===== src/rtl/uart_packet_parser.sv =====
// Byte-stream packet parser: SOF, LEN, payload, XOR checksum.
// It holds a good packet until the consumer accepts it, and it pulses errors for bad frames.
module uart_packet_parser #(
  parameter int         MAX_LEN      = 16,
  parameter logic [7:0] SOF          = 8'hA5,
  parameter int         TIMEOUT_CLKS = 17360
) (
  input  logic                   clk,
  input  logic                   rst_n,
  input  logic                   byte_valid,
  input  logic [7:0]             byte_in,
  output logic                   pkt_valid,
  input  logic                   pkt_ready,
  output logic [7:0]             pkt_len,
  output logic [8*MAX_LEN-1:0]   pkt_data,
  output logic                   err_cksum,
  output logic                   err_len,
  output logic                   err_timeout,
  output logic                   err_drop
);

  localparam int TMO_W = $clog2(TIMEOUT_CLKS + 1);

  typedef enum logic [2:0] {
    ST_IDLE    = 3'd0,
    ST_LEN     = 3'd1,
    ST_PAYLOAD = 3'd2,
    ST_CKSUM   = 3'd3,
    ST_HOLD    = 3'd4
  } state_t;

  state_t             state_r;
  logic [7:0]         idx_r;
  logic [7:0]         cksum_r;
  logic [TMO_W-1:0]   tmo_cnt_r;

  logic               sof_s;
  logic               len_ok_s;
  logic               in_frame_s;
  logic               tmo_hit_s;

  assign sof_s      = byte_valid && (byte_in == SOF);
  assign len_ok_s   = (byte_in != 8'd0) && (byte_in <= 8'(MAX_LEN));
  assign in_frame_s = (state_r == ST_LEN) || (state_r == ST_PAYLOAD) || (state_r == ST_CKSUM);
  // Timeout fires on the idle cycle where the count would reach TIMEOUT_CLKS-1.
  assign tmo_hit_s  = ((TMO_W+1)'(tmo_cnt_r) + (TMO_W+1)'(1)) >= (TMO_W+1)'(TIMEOUT_CLKS - 1);

  // Frame FSM with registered packet outputs and one-cycle error pulses.
  always_ff @(posedge clk or negedge rst_n) begin
    if (!rst_n) begin
      state_r     <= ST_IDLE;
      idx_r       <= 8'd0;
      cksum_r     <= 8'd0;
      tmo_cnt_r   <= '0;
      pkt_valid   <= 1'b0;
      pkt_len     <= 8'd0;
      pkt_data    <= '0;
      err_cksum   <= 1'b0;
      err_len     <= 1'b0;
      err_timeout <= 1'b0;
      err_drop    <= 1'b0;
    end else begin
      err_cksum   <= 1'b0;
      err_len     <= 1'b0;
      err_timeout <= 1'b0;
      err_drop    <= 1'b0;

      // Only idle cycles inside a frame advance the counter; a timeout never coincides with a byte.
      if (in_frame_s && !byte_valid) begin
        if (tmo_hit_s) begin
          err_timeout <= 1'b1;
          state_r     <= ST_IDLE;
          tmo_cnt_r   <= '0;
        end else begin
          tmo_cnt_r   <= tmo_cnt_r + TMO_W'(1);
        end
      end else begin
        tmo_cnt_r <= '0;
      end

      case (state_r)
        ST_IDLE: begin
          if (sof_s) begin
            state_r <= ST_LEN;
          end
        end
        ST_LEN: begin
          if (byte_valid) begin
            if (len_ok_s) begin
              pkt_len  <= byte_in;
              cksum_r  <= byte_in;
              idx_r    <= 8'd0;
              pkt_data <= '0;
              state_r  <= ST_PAYLOAD;
            end else begin
              err_len  <= 1'b1;
              state_r  <= ST_IDLE;
            end
          end
        end
        ST_PAYLOAD: begin
          if (byte_valid) begin
            for (int k = 0; k < MAX_LEN; k++) begin
              if (idx_r == 8'(k)) begin
                pkt_data[8*k +: 8] <= byte_in;
              end
            end
            cksum_r <= cksum_r ^ byte_in;
            idx_r   <= idx_r + 8'd1;
            if (idx_r == (pkt_len - 8'd1)) begin
              state_r <= ST_CKSUM;
            end
          end
        end
        ST_CKSUM: begin
          if (byte_valid) begin
            if (byte_in == cksum_r) begin
              pkt_valid <= 1'b1;
              state_r   <= ST_HOLD;
            end else begin
              err_cksum <= 1'b1;
              state_r   <= ST_IDLE;
            end
          end
        end
        ST_HOLD: begin
          // On the handshake cycle, a byte is evaluated as if the parser were already idle.
          if (pkt_ready) begin
            pkt_valid <= 1'b0;
            state_r   <= sof_s ? ST_LEN : ST_IDLE;
          end else if (byte_valid) begin
            err_drop  <= 1'b1;
          end
        end
        default: begin
          state_r   <= ST_IDLE;
          pkt_valid <= 1'b0;
        end
      endcase
    end
  end

endmodule


===== config.mk =====
export PLATFORM = sky130hd
export DESIGN_NAME = uart_packet_parser
export DESIGN_NICKNAME = d
export VERILOG_FILES = /design/src/rtl/uart_packet_parser.sv
export SDC_FILE = /design/constraint.sdc
export NUM_CORES = 1
export LEC_CHECK = 0
export CAP_MARGIN = 25
export CORE_MARGIN = 4
export CORE_UTILIZATION = 45
export DETAILED_ROUTE_END_ITERATION = 12
export PLACE_DENSITY_LB_ADDON = 0.08
export SLEW_MARGIN = 25
export SYNTH_ARGS = -nofsm -noshare
export SYNTH_HDL_FRONTEND = slang
export SYNTH_SLANG_ARGS = --single-unit
export TNS_END_PERCENT = 20

===== constraint.sdc =====
create_clock -name clk -period 7 [get_ports clk]
set_input_delay 1.4 -clock clk [delete_from_list [all_inputs] [get_ports clk]]
set_output_delay 1.4 -clock clk [all_outputs]
set_load 0.02 [all_outputs]

==> results.py, run 1 <==
metrics = {
    "status": {
        "status": "completed",
    },
    "synth": {
        "synthDistinctLibCells": 57,
        "yosysSeqAreaShare_pct": 52.5,
        "synth_edf_count": 0,
        "syn_area_um2": 8340,
        "ys_seq_elements": 175,
        "netlist_instances": 651,
        "ys_warn_count": 0,
        "synthArstFlopShare_pct": 100,
        "syn_nets": 670,
        "ys.flop_type": "dfrtp_1",
        "avgSynthCellArea_um2": 12.8,
    },
    "timing": {
        "relSlewSlack_pct": 34.6,
        "worst_slew_pin_slew_ps": 979,
        "fin_worst_skew_ps": 15.0,
        "drv_slew": 0,
        "post-route-min-period_ps": 3690,
        "grt_setup_unrepaired": "false",
        "fmax_ghz": 0.271,
        "hold_violations": 0,
        "fin_tns_setup_ps": 0,
        "whs_ps": 505,
        "setup_violations": 0,
        "min_period_over_period_pct": 52.7,
    },
    "clock_network": {
        "cts.sinks": 175,
        "cts_tree": "built",
        "clkLatencyLatePin_ps": 430,
        "path_clk_slew_ps": 70,
        "postCtsSetupBuffers": 0,
        "hold_buffers": 0,
        "clockRootBuffer": "clkbuf_16",
        "cts_resized": 0,
        "htreeDepth": 4,
        "cts.path.max_buffers": 2,
        "numCtsBuffers": 17,
    },
    "setup_path": {
        "crit_path_start_kind": "primary input",
        "critPathSlowestCell": "clkdlybuf4s50_1",
        "crit_arrival_ps": 3990,
        "crit_path_max_incr_delay_ps": 590,
        "worstPathMaxFanout": 16,
        "worstPathBufferInverterCount": 1,
        "worst_ep_required_time_ps": 7310,
        "critical_path_class": "in2reg",
        "critical-path-top-delay-family": "simple AND/OR/NAND/NOR gates",
        "worstSetupEndpointType": "flop",
        "worstPathCellList": "clkdlybuf4s50_1 > nor4_4 > xnor2_2 > a31oi_4 > nand2b_4 > a21oi_2 > mux2_2",
    },
    "pwr": {
        "power_density_nw_per_um2": 482,
        "peakVddDrop_uv": 219,
        "finalPower_mw": 5.10,
        "leakage_nw": 4.50,
    },
    "global_route": {
        "grt_max_degree": 90,
        "grt_overflow": 0,
        "grt_pass1_vias": 5547,
        "grt_pass1_wl_um": 31900,
        "antenna_found_initial": 0,
        "grt_usage_pct": 20.0,
    },
    "detailed_routing": {
        "postRouteWirelength_um": 20300,
        "viasPerCell": 5.34,
        "drc_errors": 0,
        "wl_per_cell_um": 19.7,
        "ant_nets": 0,
        "vias": 5501,
        "drt_iter0_drc": 386,
        "drtPass1Iterations": 4,
    },
    "cells_and_area": {
        "n_antenna_cell": 0,
        "finish.utilization_pct": 58.6,
        "area_growth_pct": 27.0,
        "final_common_cell": "dfrtp_1",
        "final_cell_mix": "175 x dfrtp_1, 151 x clkdlybuf4s50_1, 72 x mux2_4",
        "layout.cells.non_filler": 1031,
        "nNetsFinal": 808,
        "drive_gt1_share_pct": 23.2,
    },
    "flow_run": {
        "max_cap_viol_count": 0,
    },
    "placement": {
        "gp_congestion": 0.833,
        "hpwl_um": 14000,
        "placed_cells": 998,
        "portBuffers": 152,
    },
    "floorplanning": {
        "io_pins": 153,
        "core_um2": 18100,
        "rows": 49,
        "start_util_pct": 46.1,
        "die_area_um2": 20800,
        "dieWidth_um": 144,
        "fp.dieH_um": 144,
    },
    "hold_path": {
        "hold_class": "reg2reg",
    },
}
-- final timing paths --
kind / startpoint / end / slack, ps / cells past startpoint
max: byte_in[2] / pkt_data[62] / 3310 / 7
min: pkt_data[53] / pkt_data[53] / 500 / 1
max reg2reg: tmo_cnt_r[0] / err_timeout / 4050 / 7
min reg2reg: pkt_data[53] / pkt_data[53] / 500 / 1
max in group asynchronous: rst_n / pkt_data[103] / 4670 / 2
min in group asynchronous: rst_n / pkt_data[42] / 1020 / 1
-- cell usage after synthesis, types with 2 or more instances --
library cell	number	area share (%)
a21boi_0	2	0.18
a21oi_1	8	0.48
a21oi_2	5	0.53
a21oi_4	9	1.8
a31oi_1	2	0.15
and2_1	8	0.60
and2b_1	3	0.27
and3_1	9	0.68
buf_12	2	0.48
buf_2	7	0.42
buf_6	4	0.54
clkbuf_1	17	0.77
clkbuf_2	3	0.18
dfrtp_1	175	53
ha_1	7	1.1
inv_1	11	0.50
mux2_2	48	6.5
mux2_4	72	13
mux2i_1	11	1.3
nand2_1	71	3.2
nand2b_1	5	0.38
nand3_1	17	1.0
nand3b_1	2	0.18
nand4_1	11	0.83
nor2_1	25	1.1
nor2b_1	2	0.15
nor3_1	21	1.3
nor3b_1	2	0.18
nor4_1	6	0.45
nor4_4	3	0.77
o21ai_0	11	0.66
o22ai_1	2	0.15
o31ai_1	4	0.36
or3_2	2	0.18
xnor2_1	26	2.7
xor2_1	17	1.8
-- power breakdown --
| group | leakage [nW] | switching, mW | internal (mW) |
|---|---|---|---|
| Clock | 0.311 | 0.410 | 0.604 |
| Combinational | 2.01 | 1.11 | 1.25 |
| Sequential | 2.19 | 0.307 | 1.43 |
-- stage by stage --
step	area [um2]	setup WS, ps
6_report	10600	3310
5_1_grt	10600	3180
4_1_cts	10600	3330
3_5_place_dp	9940	2870
3_3_place_gp	9940	2940
2_1_floorplan	8340	3670
-- worst reg2reg max path: cells and delay by family, from the launching register on --
kind / cells / cell delay (ps)
adders and majority gates: 1 / 320
and+or+nand+nor: 3 / 1300
AOI/OAI and AO/OA: 3 / 760
DFF: 1 / 510
-- sequential cells by signal, indices dropped and copies added, names as in the netlist --
register	count
state_r	3
idx_r	8
pkt_len	8
err_len	1
err_timeout	1
pkt_valid	1
tmo_cnt_r	15
cksum_r	8
pkt_data	128
err_drop	1
err_cksum	1
-- kinds of logic after synthesis --
logic type      after synthesis  synth area share, %
simple gates                197                 12.4
compound gates               51                 5.39
flops                       175                 52.5
mux                         131                 20.8
fa+ha+maj                     7                 1.05
xor+xnor                     44                 4.71
buf+inv                      46                 3.15
-- routing by layer --
metal / routed length [um] / part of all wire [%] / global-route usage [%]
met1: 8980 / 44 / 27.3
met2: 10100 / 50 / 32.8
met3: 1140 / 5.6 / 4.10
met4: 131 / 0.64 / 4.91
met5: 0 / 0 / 0
-- layout make-up --
type | instances | area, um2
clock inverter | 15 | 211
clock buffer | 17 | 425
tap | 229 | 287
fill | 1419 | 7490
inverter | 11 | 41.3
timing repair buffer | 154 | 1550
sequential | 175 | 4380
multi-input combinational | 430 | 3700
Power figures use the tool's default switching activity.
==> inputs of run 2 (changes only) <==
clock period = 3.15 ns   (was 7 ns; I/O delays follow)
==> run 2 against run 1 <==
Compared with the run above: combinational power grew 130%; sequential share of layout area decreased by 1.1 points; register-to-register slack worse by 3700 ps; non-clock buffer count is 24 higher; via count is 1.3% higher; die area is the same; critical path type is now reg2reg; largest cell class unchanged; highest routed layer unchanged.
==> results.py, run 2 (same netlist as run 1, synthesis figures left out) <==
metrics = {
    "clock_network": {
        "htreeDepth": 4,
        "cts_tree": "built",
        "cts_resized": 0,
        "clockRootBuffer": "clkbuf_16",
        "cts.path.max_buffers": 2,
        "clkLatencyLatePin_ps": 420,
        "postCtsSetupBuffers": 0,
        "hold_buffers": 0,
        "numCtsBuffers": 17,
        "path_clk_slew_ps": 70,
        "cts.sinks": 175,
    },
    "floorplanning": {
        "rows": 49,
        "io_pins": 153,
        "die_area_um2": 20800,
        "core_um2": 18100,
        "fp.dieH_um": 144,
        "dieWidth_um": 144,
        "start_util_pct": 46.1,
    },
    "timing": {
        "fin_worst_skew_ps": 8.89,
        "grt_setup_unrepaired": "false",
        "drv_slew": 0,
        "relSlewSlack_pct": 43.3,
        "setup_violations": 0,
        "whs_ps": 213,
        "worst_slew_pin_slew_ps": 850,
        "fmax_ghz": 0.360,
        "fin_tns_setup_ps": 0,
        "min_period_over_period_pct": 88.2,
        "post-route-min-period_ps": 2780,
        "hold_violations": 0,
    },
    "setup_path": {
        "critical-path-top-delay-family": "simple AND/OR/NAND/NOR gates",
        "r2r-end": "tmo_cnt_r[9]",
        "crit_path_start_kind": "flop",
        "worstPathCellList": "ha_1 > nand4_1 > nor2_1 > a21boi_0 > o22ai_1 > o2111ai_2 > nor3b_1",
        "r2r_start": "tmo_cnt_r[0]",
        "worst_ep_required_time_ps": 3480,
        "worstPathBufferInverterCount": 0,
        "critical_path_class": "reg2reg",
        "worstSetupEndpointType": "flop",
        "crit_path_max_incr_delay_ps": 500,
        "worstPathMaxFanout": 15,
        "crit_arrival_ps": 3110,
        "r2r_cells": 7,
        "critPathSlowestCell": "dfrtp_1",
        "rrSetupSlack_ps": 370,
    },
    "global_route": {
        "grt_pass1_vias": 5781,
        "antenna_found_initial": 0,
        "grt_max_degree": 72,
        "grt_pass1_wl_um": 33000,
        "grt_usage_pct": 20.7,
        "grt_overflow": 0,
    },
    "placement": {
        "gp_congestion": 0.870,
        "hpwl_um": 14500,
        "portBuffers": 152,
    },
    "pwr": {
        "power_density_nw_per_um2": 1070,
        "peakVddDrop_uv": 451,
        "leakage_nw": 4.66,
    },
    "status": {
        "status": "completed",
    },
    "detailed_routing": {
        "wl_per_cell_um": 19.5,
        "ant_nets": 0,
        "viasPerCell": 5.28,
        "drtPass1Iterations": 5,
        "drc_errors": 0,
        "postRouteWirelength_um": 20500,
        "drt_iter0_drc": 239,
        "vias": 5572,
    },
    "cells_and_area": {
        "largest_register_ffs": 128,
        "regMostFlops": "pkt_data",
        "nNetsFinal": 832,
        "drive_gt1_share_pct": 25.4,
        "finish.utilization_pct": 60.1,
        "n_antenna_cell": 0,
        "reg_top3": "pkt_data x128, tmo_cnt_r x15",
        "final_cell_mix": "175 x dfrtp_1, 151 x clkdlybuf4s50_1, 72 x mux2_4",
        "area_growth_pct": 30.4,
        "final_common_cell": "dfrtp_1",
    },
    "flow_run": {
        "max_cap_viol_count": 0,
    },
    "hold_path": {
        "hold_class": "in2async",
    },
}
run 2: cell types whose count changed in the layout (fill, tap and decap cells not counted), sizes merged:
cell and delta:
buf +24, bufinv +2, clkinv -3, clkinvlp -1, inv +2
run 2: worst max path at each step:
stage / from / to / slack (ps) / depth (start not counted)
4_1_cts: tmo_cnt_r[0] / tmo_cnt_r[9] / 390 / 7
2_1_floorplan: byte_in[0] / pkt_data[16] / 590 / 9
3_5_place_dp: byte_in[2] / pkt_data[60] / 40 / 7
3_3_place_gp: byte_in[2] / pkt_data[98] / 100 / 7
6_report: tmo_cnt_r[0] / tmo_cnt_r[9] / 370 / 7
5_1_grt: tmo_cnt_r[0] / tmo_cnt_r[1] / 100 / 7
run 2: stage by stage:
stage | cells | total power, mW | worst slack, ps | area [um2]
final | 1055 | 11.6 | 371 | 10900
after global routing | 1055 | 12.2 | 99.2 | 10900
after CTS | 1055 | 11.7 | 390 | 10900
after detailed placement | 1023 | 9.28 | 35.1 | 10200
after floorplan | 651 | 6.91 | 588 | 8340
after global placement | 1023 | 9.14 | 97.4 | 10200
run 2: area by class of cell:
cell class,count,area (um2)
Tap cell,229,287
Timing Repair Buffer,178,1780
Clock buffer,17,425
Clock inverter,15,254
Sequential cell,175,4380
Multi-Input combinational cell,430,3700
Inverter,11,41.3
Fill cell,1452,7220
run 2: per-layer routing:
layer	vias to the layer above	part of all wire, %	track usage [%]
met5	-	0	0
met4	0	2.1	6.49
met3	30	4.9	4.00
met2	148	48	33.4
met1	2799	45	28.3
li1	2595	-	-
run 2: where the power goes:
part	total (mW)	internal, mW	switching [mW]	leakage [nW]
combinational	5.34	2.85	2.49	2.14
clock	2.41	1.51	0.903	0.335
sequential	3.86	3.17	0.689	2.19
==> inputs of run 3 (changes only) <==
GPL_ROUTABILITY_DRIVEN = 0   (was default)
==> results of run 3 <==
No change in the layout: final DEF, timing and power equal those of run 2.
